### src/rtl/keypad_scan_fifo_if.sv
// Read-side bus of the keypad scanner's key buffer.
//   rd        : pop request from the consumer (ignored while dav=0)
//   key_data  : code at the head of the buffer, valid while dav=1
//   dav       : buffer holds at least one code
//   key_count : number of codes held
//   overflow  : sticky, set when a code was dropped on a full buffer
// master : the keypad scanner (drives data/status, samples rd)
// slave  : the consumer (drives rd)
interface keypad_scan_fifo_if #(
  parameter int CODE_W = 4,
  parameter int CNT_W  = 3
) ();
  logic              rd;
  logic [CODE_W-1:0] key_data;
  logic              dav;
  logic [CNT_W-1:0]  key_count;
  logic              overflow;

  modport master (input rd, output key_data, dav, key_count, overflow);
  modport slave  (output rd, input key_data, dav, key_count, overflow);
endinterface

### src/rtl/keypad_scan_fifo.sv
// Matrix keypad scanner with debounce, optional auto-repeat and a
// show-ahead key buffer.
//   clock     : system clock
//   reset     : asynchronous active-low reset
//   col       : column sense lines, active-low (pulled up off-chip)
//   row       : row drive, active-low one-hot
//   scan_tick : one-cycle pulse at each scan step (debug)
//   kb        : key buffer read bus (rd / key_data / dav / key_count / overflow)
// One row is evaluated per scan tick. A key is a single low column on the
// driven row; its code is row*COLS + column.
module keypad_scan_fifo #(
  parameter int CLK_HZ         = 50000000,
  parameter int SCAN_HZ        = 500,
  parameter int ROWS           = 4,
  parameter int COLS           = 3,
  parameter int DEBOUNCE_SCANS = 3,
  parameter int REPEAT_SCANS   = 0,
  parameter int FIFO_DEPTH     = 4
) (
  input  logic                 clock,
  input  logic                 reset,
  input  logic [COLS-1:0]      col,
  output logic [ROWS-1:0]      row,
  output logic                 scan_tick,
  keypad_scan_fifo_if.master   kb
);

  localparam int DIV    = CLK_HZ / SCAN_HZ;
  localparam int TW     = (DIV > 1) ? $clog2(DIV) : 1;
  localparam int RW     = $clog2(ROWS);
  localparam int CW     = $clog2(COLS);
  localparam int CODE_W = (ROWS * COLS > 1) ? $clog2(ROWS * COLS) : 1;
  localparam int AW     = $clog2(FIFO_DEPTH);
  localparam int NW     = AW + 1;
  localparam int DW     = $clog2(DEBOUNCE_SCANS + 1);
  localparam int PW     = (REPEAT_SCANS > 0) ? $clog2(REPEAT_SCANS + 1) : 1;

  typedef enum logic [1:0] {SCAN, DEBOUNCE, HOLD} state_t;

  // ---------------- scan tick ----------------
  logic [TW-1:0] tick_cnt;
  logic          tick;

  assign tick      = (tick_cnt == TW'(DIV - 1));
  assign scan_tick = tick;

  always_ff @(posedge clock or negedge reset) begin
    if (!reset)    tick_cnt <= '0;
    else if (tick) tick_cnt <= '0;
    else           tick_cnt <= tick_cnt + TW'(1);
  end

  // ---------------- column synchroniser ----------------
  // Idle value is all-high so a reset does not look like a key press.
  logic [COLS-1:0] col_s1, col_s2;

  always_ff @(posedge clock or negedge reset) begin
    if (!reset) begin
      col_s1 <= '1;
      col_s2 <= '1;
    end else begin
      col_s1 <= col;
      col_s2 <= col_s1;
    end
  end

  // ---------------- column decode ----------------
  logic [COLS-1:0] low;
  logic            one_low;
  logic            all_high;
  logic [CW-1:0]   sel_c;

  assign low      = ~col_s2;
  assign all_high = (low == '0);

  // Exactly one low column; two or more count as no key.
  always_comb begin
    one_low = (low != '0) && ((low & (low - COLS'(1))) == '0);
    sel_c   = '0;
    for (int i = COLS - 1; i >= 0; i--) begin
      if (low[i]) sel_c = CW'(i);
    end
  end

  // ---------------- scan state machine ----------------
  state_t        state;
  logic [RW-1:0] row_idx;
  logic [RW-1:0] row_adv;
  logic [CW-1:0] lat_c;
  logic [DW-1:0] cnt;
  logic [PW-1:0] rcnt;
  logic          same_key;
  logic          key_held;
  logic          deb_done;
  logic          rep_done;

  assign row_adv  = (row_idx == RW'(ROWS - 1)) ? '0 : row_idx + RW'(1);
  assign same_key = one_low && (sel_c == lat_c);
  assign key_held = low[lat_c];
  assign deb_done = (int'(cnt) + 1 >= DEBOUNCE_SCANS);
  assign rep_done = (int'(rcnt) + 1 >= REPEAT_SCANS);

  generate
    for (genvar gi = 0; gi < ROWS; gi++) begin : g_row
      assign row[gi] = (row_idx != RW'(gi));
    end
  endgenerate

  always_ff @(posedge clock or negedge reset) begin
    if (!reset) begin
      state   <= SCAN;
      row_idx <= '0;
      lat_c   <= '0;
      cnt     <= '0;
      rcnt    <= '0;
    end else if (tick) begin
      case (state)
        SCAN: begin
          if (one_low) begin
            lat_c <= sel_c;
            rcnt  <= '0;
            if (DEBOUNCE_SCANS == 1) begin
              cnt   <= '0;
              state <= HOLD;
            end else begin
              cnt   <= DW'(1);
              state <= DEBOUNCE;
            end
          end else begin
            row_idx <= row_adv;
          end
        end
        DEBOUNCE: begin
          if (same_key) begin
            if (deb_done) begin
              cnt   <= '0;
              rcnt  <= '0;
              state <= HOLD;
            end else begin
              cnt <= cnt + DW'(1);
            end
          end else begin
            state   <= SCAN;
            row_idx <= row_adv;
          end
        end
        HOLD: begin
          if (all_high) begin
            rcnt <= '0;
            if (deb_done) begin
              cnt     <= '0;
              state   <= SCAN;
              row_idx <= row_adv;
            end else begin
              cnt <= cnt + DW'(1);
            end
          end else begin
            cnt <= '0;
            if (REPEAT_SCANS > 0 && key_held) begin
              rcnt <= rep_done ? '0 : rcnt + PW'(1);
            end
          end
        end
        default: state <= SCAN;
      endcase
    end
  end

  // Push strobe, decoded in the same tick cycle that the state machine
  // accepts (or repeats) a key so the buffer captures it on that edge.
  logic              push;
  logic [CW-1:0]     code_c;
  logic [CODE_W-1:0] push_code;

  always_comb begin
    push   = 1'b0;
    code_c = lat_c;
    if (tick) begin
      case (state)
        SCAN: begin
          if (one_low && DEBOUNCE_SCANS == 1) begin
            push   = 1'b1;
            code_c = sel_c;
          end
        end
        DEBOUNCE: push = same_key && deb_done;
        HOLD:     push = (REPEAT_SCANS > 0) && key_held && rep_done;
        default:  push = 1'b0;
      endcase
    end
  end

  assign push_code = CODE_W'(int'(row_idx) * COLS + int'(code_c));

  // ---------------- key buffer ----------------
  logic [CODE_W-1:0] mem [FIFO_DEPTH];
  logic [AW-1:0]     wr_ptr, rd_ptr, rd_ptr_next;
  logic [NW-1:0]     count, count_next;
  logic [CODE_W-1:0] head_reg, head_next;
  logic              ovf_reg;
  logic              full, do_pop, do_write, drop;

  assign full        = (count == NW'(FIFO_DEPTH));
  assign do_pop      = kb.rd && (count != '0);
  // A pop in the same cycle frees the slot, so a full buffer still accepts.
  assign do_write    = push && (!full || do_pop);
  assign drop        = push && full && !do_pop;
  assign count_next  = count + NW'(do_write) - NW'(do_pop);
  assign rd_ptr_next = rd_ptr + AW'(do_pop);

  // The head is a register: it is loaded with the entry that will be at the
  // head after this edge. When that entry is the one being written right
  // now (buffer empty after any pop), it is forwarded from push_code.
  always_comb begin
    if (count_next == '0)                      head_next = '0;
    else if (do_write && count == NW'(do_pop)) head_next = push_code;
    else                                       head_next = mem[rd_ptr_next];
  end

  always_ff @(posedge clock) begin
    if (do_write) mem[wr_ptr] <= push_code;
  end

  always_ff @(posedge clock or negedge reset) begin
    if (!reset) begin
      wr_ptr   <= '0;
      rd_ptr   <= '0;
      count    <= '0;
      head_reg <= '0;
      ovf_reg  <= 1'b0;
    end else begin
      if (do_write) wr_ptr <= wr_ptr + AW'(1);
      rd_ptr   <= rd_ptr_next;
      count    <= count_next;
      head_reg <= head_next;
      if (drop)        ovf_reg <= 1'b1;
      else if (do_pop) ovf_reg <= 1'b0;
    end
  end

  assign kb.key_data  = head_reg;
  assign kb.dav       = (count != '0);
  assign kb.key_count = count;
  assign kb.overflow  = ovf_reg;

endmodule

### src/flat_wrapper.sv
// flat-port wrapper written by rule: the top's interface ports become plain ports
module keypad_scan_fifo_flat 
#(
  parameter int CLK_HZ         = 50000000,
  parameter int SCAN_HZ        = 500,
  parameter int ROWS           = 4,
  parameter int COLS           = 3,
  parameter int DEBOUNCE_SCANS = 3,
  parameter int REPEAT_SCANS   = 0,
  parameter int FIFO_DEPTH     = 4
)
  (clock, reset, col, row, scan_tick, kb_rd, kb_key_data, kb_dav, kb_key_count, kb_overflow);
  keypad_scan_fifo_if #(.CODE_W(4), .CNT_W(3)) kb_i ();
  input  logic clock;
  input  logic reset;
  input  logic [COLS-1:0] col;
  output logic [ROWS-1:0] row;
  output logic scan_tick;
  input wire logic [$bits(kb_i.rd)-1:0] kb_rd;
  output wire logic [$bits(kb_i.key_data)-1:0] kb_key_data;
  output wire logic [$bits(kb_i.dav)-1:0] kb_dav;
  output wire logic [$bits(kb_i.key_count)-1:0] kb_key_count;
  output wire logic [$bits(kb_i.overflow)-1:0] kb_overflow;
  assign kb_i.rd = kb_rd;
  assign kb_key_data = kb_i.key_data;
  assign kb_dav = kb_i.dav;
  assign kb_key_count = kb_i.key_count;
  assign kb_overflow = kb_i.overflow;
  keypad_scan_fifo #(.CLK_HZ(CLK_HZ), .SCAN_HZ(SCAN_HZ), .ROWS(ROWS), .COLS(COLS), .DEBOUNCE_SCANS(DEBOUNCE_SCANS), .REPEAT_SCANS(REPEAT_SCANS), .FIFO_DEPTH(FIFO_DEPTH)) u_core (.clock(clock), .reset(reset), .col(col), .row(row), .scan_tick(scan_tick), .kb(kb_i));
endmodule
### config.mk
export PLATFORM = sky130hd
export DESIGN_NAME = keypad_scan_fifo_flat
export DESIGN_NICKNAME = d
export VERILOG_FILES = /design/src/rtl/keypad_scan_fifo_if.sv /design/src/rtl/keypad_scan_fifo.sv /design/src/flat_wrapper.sv
export SDC_FILE = /design/constraint.sdc
export NUM_CORES = 1
export LEC_CHECK = 0
export ABC_AREA = 0
export BUFFER_PORTS_ARGS = -buffer_cell sky130_fd_sc_hd__buf_2
export CORE_UTILIZATION = 24
export DETAILED_ROUTE_END_ITERATION = 6
export GPL_TIMING_DRIVEN = 0
export PLACE_DENSITY_LB_ADDON = 0.25
export REMOVE_ABC_BUFFERS = 1
export SLEW_MARGIN = 15
export SYNTH_ARGS = -nofsm -noshare
export SYNTH_HDL_FRONTEND = slang
export SYNTH_SLANG_ARGS = --single-unit
### constraint.sdc
create_clock -name clock -period 5.1 [get_ports clock]
set_input_delay 1.02 -clock clock [delete_from_list [all_inputs] [get_ports clock]]
set_output_delay 1.02 -clock clock [all_outputs]
set_load 0.03 [all_outputs]
# Word level (Yosys, flattened, before mapping)
# Memories as Yosys holds them, arrays and structs flattened.
# Cells that the tools add are included.
dict set report op_classes {
  reduce_logical 24
  n_eq_ne 17
  bitwise 2
  n_mux 28
  n_lt_le_gt_ge 1
  n_addsub 10
  n_mul 1
}
# cell count
set ops {}
lappend ops {{32-bit by 3-bit >= comparator with 1-bit output (second input constant)} 1}
lappend ops {{2-bit two-way mux} 16}
lappend ops {{2-bit one-hot mux with 3 select lines} 3}
lappend ops {{17-bit by 1-bit adder with 17-bit output (second input constant)} 1}
lappend ops {{17-bit == test (second input constant)} 1}
lappend ops {{17-bit two-way mux} 1}
lappend ops {{2-bit by 1-bit inequality test with 1-bit output (second input constant)} 5}
lappend ops {{3-bit zero test} 3}
lappend ops {{3-bit nonzero test} 3}
lappend ops {{1-bit logical AND} 8}
lappend ops {{4-bit two-way mux} 2}
lappend ops {{2-bit inequality test (second input constant)} 4}
lappend ops {{2-bit by 1-bit adder with 2-bit output (second input constant)} 3}
lappend ops {{1-bit two-way mux} 6}
lappend ops {{6-bit AND reduction} 1}
lappend ops {{5-bit AND reduction} 1}
lappend ops {{4-bit by 3-bit adder with 4-bit output} 1}
lappend ops {{2-bit == test (second input constant)} 2}
lappend ops {{2-bit by 2-bit multiplier with 4-bit output (second input constant)} 1}
lappend ops {{4-bit AND reduction} 1}
lappend ops {{2-bit nonzero test} 2}
lappend ops {{2-bit by 1-bit adder with 3-bit output (second input constant)} 1}
lappend ops {{3-bit by 1-bit adder with 3-bit output} 1}
lappend ops {{3-bit bitwise AND} 1}
lappend ops {{other kinds (13)} 14}
dict set report totals {
  out_inout_bits 14
  mem_bits_rw 16
  reg_bits 43
  elab_cells 96
  n_memories 1
  in_bits 6
}
# name words word_bits read_ports rd_ports_with_merged_regs wr line
set memory_table {}
lappend memory_table {u_core.mem 4 4 1 0 1 keypad_scan_fifo.sv:196} ;# logic [CODE_W-1:0] mem [FIFO_DEPTH];

# Logic depth before layout (Yosys ltp)
dict set report logic_depth {
  word_depth 14
  depth_mapped 13
}

# Worst setup path before layout
# No wires, ideal clock.
dict set report synth_timing {
  kind {reg-to-reg}
  startpoint {register u_core.count[1], in the netlist u_core.kb.key_count[1]}
  endpoint {register u_core.head_reg[0], in the netlist u_core.kb.key_data[0]}
  period_less_slack_ps 2960
  setup_time_ps 134
  setup_slack_ps 2140
  required_ps 4966
  stages_incl_launch_ff 12
  arrival_time_ps 2826
  cell_sequence {dfrtp_1 or3_1 and2_1 ha_1 inv_1 ha_1 inv_1 fa_1 xnor2_1 xnor2_1 nor3_1 nor2_1}
}
dict set report synth_between {
  elab_chain_len 8
  word_cells_on_any_way 15
}
# element line
set synth_rtl {}
lappend synth_rtl {{start, declared} keypad_scan_fifo.sv:198} ;# logic [NW-1:0] count, count_next;
lappend synth_rtl {{start signal, assigned} keypad_scan_fifo.sv:234} ;# count <= count_next;
lappend synth_rtl {{3-bit nonzero test (*)} n/a}
lappend synth_rtl {{named net kb_dav} flat_wrapper.sv:21} ;# output wire logic [$bits(kb_i.dav)-1:0] kb_dav;
lappend synth_rtl {{1-bit logical AND (*)} keypad_scan_fifo.sv:204} ;# assign do_pop = kb.rd && (count != '0);
lappend synth_rtl {{1-bit logical OR} keypad_scan_fifo.sv:206} ;# assign do_write = push && (!full || do_pop);
lappend synth_rtl {{1-bit logical AND} keypad_scan_fifo.sv:206}
lappend synth_rtl {{3-bit by 1-bit adder with 3-bit output} keypad_scan_fifo.sv:208} ;# assign count_next = count + NW'(do_write) - NW'(do_pop);
lappend synth_rtl {{3-bit by 1-bit subtractor with 3-bit output (*)} keypad_scan_fifo.sv:208}
lappend synth_rtl {{named net u_core.count_next[2]} keypad_scan_fifo.sv:198}
lappend synth_rtl {{3-bit zero test (*)} keypad_scan_fifo.sv:215} ;# if (count_next == '0) head_next = '0;
lappend synth_rtl {{4-bit two-way mux (*)} keypad_scan_fifo.sv:215}
lappend synth_rtl {{named net u_core.head_next[0]} keypad_scan_fifo.sv:199} ;# logic [CODE_W-1:0] head_reg, head_next;
lappend synth_rtl {{end signal, assigned} keypad_scan_fifo.sv:235} ;# head_reg <= head_next;
lappend synth_rtl {{end, declared} keypad_scan_fifo.sv:199}
# The timed path passes the listed nets; every way through them passes the cells marked *.
# A chain may end at the register's enable or synchronous reset.

# Final worst setup path
dict set report layout_timing {
  startpoint {register u_core.tick_cnt[0]}
  endpoint {register u_core.head_reg[0], in the netlist u_core.kb.key_data[0]}
}
dict set report layout_between {
  elab_chain_len 7
  word_cells_on_any_way 9
}
# element line
set layout_rtl {}
lappend layout_rtl {{start, declared} keypad_scan_fifo.sv:41} ;# logic [TW-1:0] tick_cnt;
lappend layout_rtl {{start signal, assigned} keypad_scan_fifo.sv:50} ;# else tick_cnt <= tick_cnt + TW'(1);
lappend layout_rtl {{17-bit == test} keypad_scan_fifo.sv:44} ;# assign tick = (tick_cnt == TW'(DIV - 1));
lappend layout_rtl {{1-bit two-way mux} keypad_scan_fifo.sv:178} ;# if (tick) begin
lappend layout_rtl {{1-bit logical AND} keypad_scan_fifo.sv:206}
lappend layout_rtl {{named net u_core.do_write} keypad_scan_fifo.sv:201} ;# logic full, do_pop, do_write, drop;
lappend layout_rtl {{3-bit by 1-bit adder with 3-bit output} keypad_scan_fifo.sv:208}
lappend layout_rtl {{3-bit by 1-bit subtractor with 3-bit output} keypad_scan_fifo.sv:208}
lappend layout_rtl {{named net u_core.count_next[2]} keypad_scan_fifo.sv:198}
lappend layout_rtl {{3-bit zero test} keypad_scan_fifo.sv:215}
lappend layout_rtl {{4-bit two-way mux} keypad_scan_fifo.sv:215}
lappend layout_rtl {{named net u_core.head_next[0]} keypad_scan_fifo.sv:199}
# The timed path passes the listed nets, and every way through them passes these cells.

==> flow_metrics.tcl <==
set metrics [dict create \
    status "finished, final reports clean" \
    min_path_type "flop to flop" \
    startpoint_type "flop" \
    r2r-end "u_core.kb.key_data[0]" \
    via_per_inst 4.18 \
    p_per_area_nw_per_um2 381 \
    rrSetupSlack_ps 1680 \
    clkSinkCount 59 \
    num-nets-final 287 \
    clkTransAtPathRegs_ps 50 \
    slew_headroom_pct 35.2 \
    ys_warn_count 0 \
    grt_setup_unrepaired "false" \
    clock_latency_ps 320 \
    gp_congestion 0.732 \
    hp-start "u_core.col_s1[1]" \
    cts_root_buf "clkbuf_16" \
    cpLargestDelayFamily "simple AND/OR/NAND/NOR gates" \
    ys_seq_elements 59 \
    cts_resized 0 \
    synth_area_leaders "dfrtp_1 (31%), edfxtp_1 (16%), ha_1 (7.6%)" \
    post-route-cell-area_um2 3570 \
    firstDrtPassIters 5 \
    worstPathCellList "ha_1, and4_1, and4_1, nand3_1, nor2_4, ha_1, inv_1, fa_1, xnor2_1, xnor2_1, nor3_1, nor2_1" \
    r2r_start "u_core.tick_cnt[0]" \
    antenna_found_initial 0 \
    die_w_um 113 \
    p_leak_nw 1.54 \
    min_period_ps 3420 \
    hold_ws_ps 354 \
    yosys.cell_types.count 51 \
    crit_fanout 10 \
    numCtsBuffers 9 \
    avgSynthCellArea_um2 12.7 \
    use_met2_pct 15.0 \
    io_pins 20 \
    async_flop_share_pct 72.9 \
    ctsHoldBuffers 0 \
    antenna_cells 0 \
    rr_worst_depth 12 \
    hold_depth 0 \
    critical_path_class "flop to flop" \
    top_usage_layer "met2" \
    layout_commonest_cell "dfrtp_1" \
    grt_pass1_vias 1893 \
    routed_wl_mm 5.36 \
    cp_slowest_stage_delay_ps 500 \
    drt-initial-drc-count 50 \
    synth-edff-count 16 \
    use_met1_pct 12.5 \
    grt_max_degree 44 \
    min_period_over_period_pct 67.0 \
    overflow 0 \
    timing.final.max_slew_violations 0 \
    syn_to_final_growth_pct 20.0 \
    yosysSeqAreaShare_pct 52.6 \
    hold_violations 0 \
    drive_above_1_share_pct 22.3 \
    grt_util_met3_pct 1.61 \
    fin_util_pct 29.6 \
    drv_cap 0 \
    synth_cells 234 \
    post_cts_buffers 0 \
    hpwl_mm 3.92 \
    min_to "u_core.col_s2[1]" \
    syn-cell-area_um2 2970 \
    yosysTopAreaCell "dfrtp_1" \
    drc 0 \
    cts.htree.levels 3 \
    track_usage_pct 9.80 \
    crit_path_end_kind "flop" \
    ir_drop_mv 0.203 \
    placementRows 40 \
    most-common-layout-cells "dfrtp_1 (37), inv_1 (20), nor2_1 (19), buf_2 (19), ha_1 (18)" \
    cp.arrival_ps 3600 \
    wl_per_cell_um 12.4 \
    critPathSlowestCell "nor3_1" \
    cts_max_path_buffers 2 \
    drtAntennaViolNets 0 \
    synth_top_area_share_pct 31.1 \
    required_ps 5280 \
    setup_tns_ps 0 \
    grt_pass1_wl_mm 9.63 \
    die_h_um 113 \
    die_area_um2 12800 \
    portBuffers 19 \
    place_area_um2 3250 \
    setup_viol_count_final 0 \
    synth_flop_cell "dfrtp_1" \
    clock_skew_ps 4.08 \
    tightest_slew_ps 971 \
    path_buf_inv 1 \
    coreArea_um2 12100 \
    fmax_mhz 293 \
    tritoncts "done" \
    num_vias 1810 \
    initial_utilization_pct 24.7 \
]
-- how the worst max path moves through the flow --
stage | from | endpoint | slack (ps) | cells past startpoint
floorplan | u_core.tick_cnt[0] | u_core.kb.key_data[0] | 2100 | 12
global placement | kb_rd | u_core.kb.key_data[2] | 1630 | 11
detailed placement | kb_rd | u_core.kb.key_data[2] | 1620 | 11
CTS | u_core.tick_cnt[0] | u_core.kb.key_data[0] | 1620 | 12
global route | u_core.tick_cnt[0] | u_core.kb.key_data[3] | 1390 | 12
finish | u_core.tick_cnt[0] | u_core.kb.key_data[0] | 1680 | 12
-- synth_stat cells, types with 3 or more instances --
cell       n
nand2_1    9
inv_1     20
mux2i_1    5
mux2_1     4
nor2_1    19
o211ai_1   3
a21oi_1    5
fa_1       3
xnor2_1   13
xor2_1     4
nand3_1    9
ha_1      18
edfxtp_1  16
o21ai_0    4
dfrtp_1   37
buf_4      3
dfstp_2    6
and2_1     7
mux4_2     4
and4_1     3
nor3_1     3
-- area by class of cell --
| type | instances | area, um2 |
|---|---|---|
| clock buffer | 10 | 239 |
| clock inverter | 6 | 78.8 |
| fill | 1228 | 8490 |
| inverter | 20 | 75.1 |
| multi-input combinational | 151 | 1310 |
| sequential | 59 | 1560 |
| tap | 168 | 210 |
| timing repair buffer | 19 | 95.1 |
-- layer usage --
metal	vias to the layer above	part of all wire, %
met5	-	0
met4	0	3.3
met3	12	1.8
met2	25	47
met1	897	48
li1	876	-
-- where the power goes --
part | internal [mW] | total [mW] | switching [mW]
sequential | 0.511 | 0.536 | 0.0248
combinational | 0.0729 | 0.191 | 0.118
clock | 0.436 | 0.634 | 0.199
-- flip-flops by register name, summed over array words and instances, names as in the netlist --
| name | count |
|---|---|
| u_core.row_idx | 2 |
| u_core.kb.key_data | 4 |
| u_core.state | 2 |
| u_core.cnt | 2 |
| u_core.kb.key_count | 3 |
| u_core.kb.overflow | 1 |
| u_core.col_s1 | 3 |
| u_core.code_c | 2 |
| u_core.tick_cnt | 17 |
| u_core.rd_ptr | 2 |
| u_core.col_s2 | 3 |
| u_core.wr_ptr | 2 |
| u_core.mem | 16 |
-- cell families (layout without fill, tap and decap cells) --
family                     after synthesis  after routing  synth area share, %
AOI/OAI and AO/OA                       26             26                 7.19
xor gates and xnor gates                17             17                 5.01
adders and majority gates               21             21                 9.59
buffers and inverters                   24             55                 3.45
DFF                                     59             59                 52.6
muxes                                   14             14                 6.73
and+or+nand+nor                         73             73                 15.4
-- metrics by stage --
stage | std cells | worst slack [ps] | power [mW]
after global routing | 433 | 1390 | 1.43
after floorplan | 230 | 2100 | 0.682
after global placement | 417 | 1630 | 0.739
after detailed placement | 417 | 1620 | 0.739
after CTS | 433 | 1620 | 1.39
final | 433 | 1680 | 1.36
(Power assumes the default switching activity.)
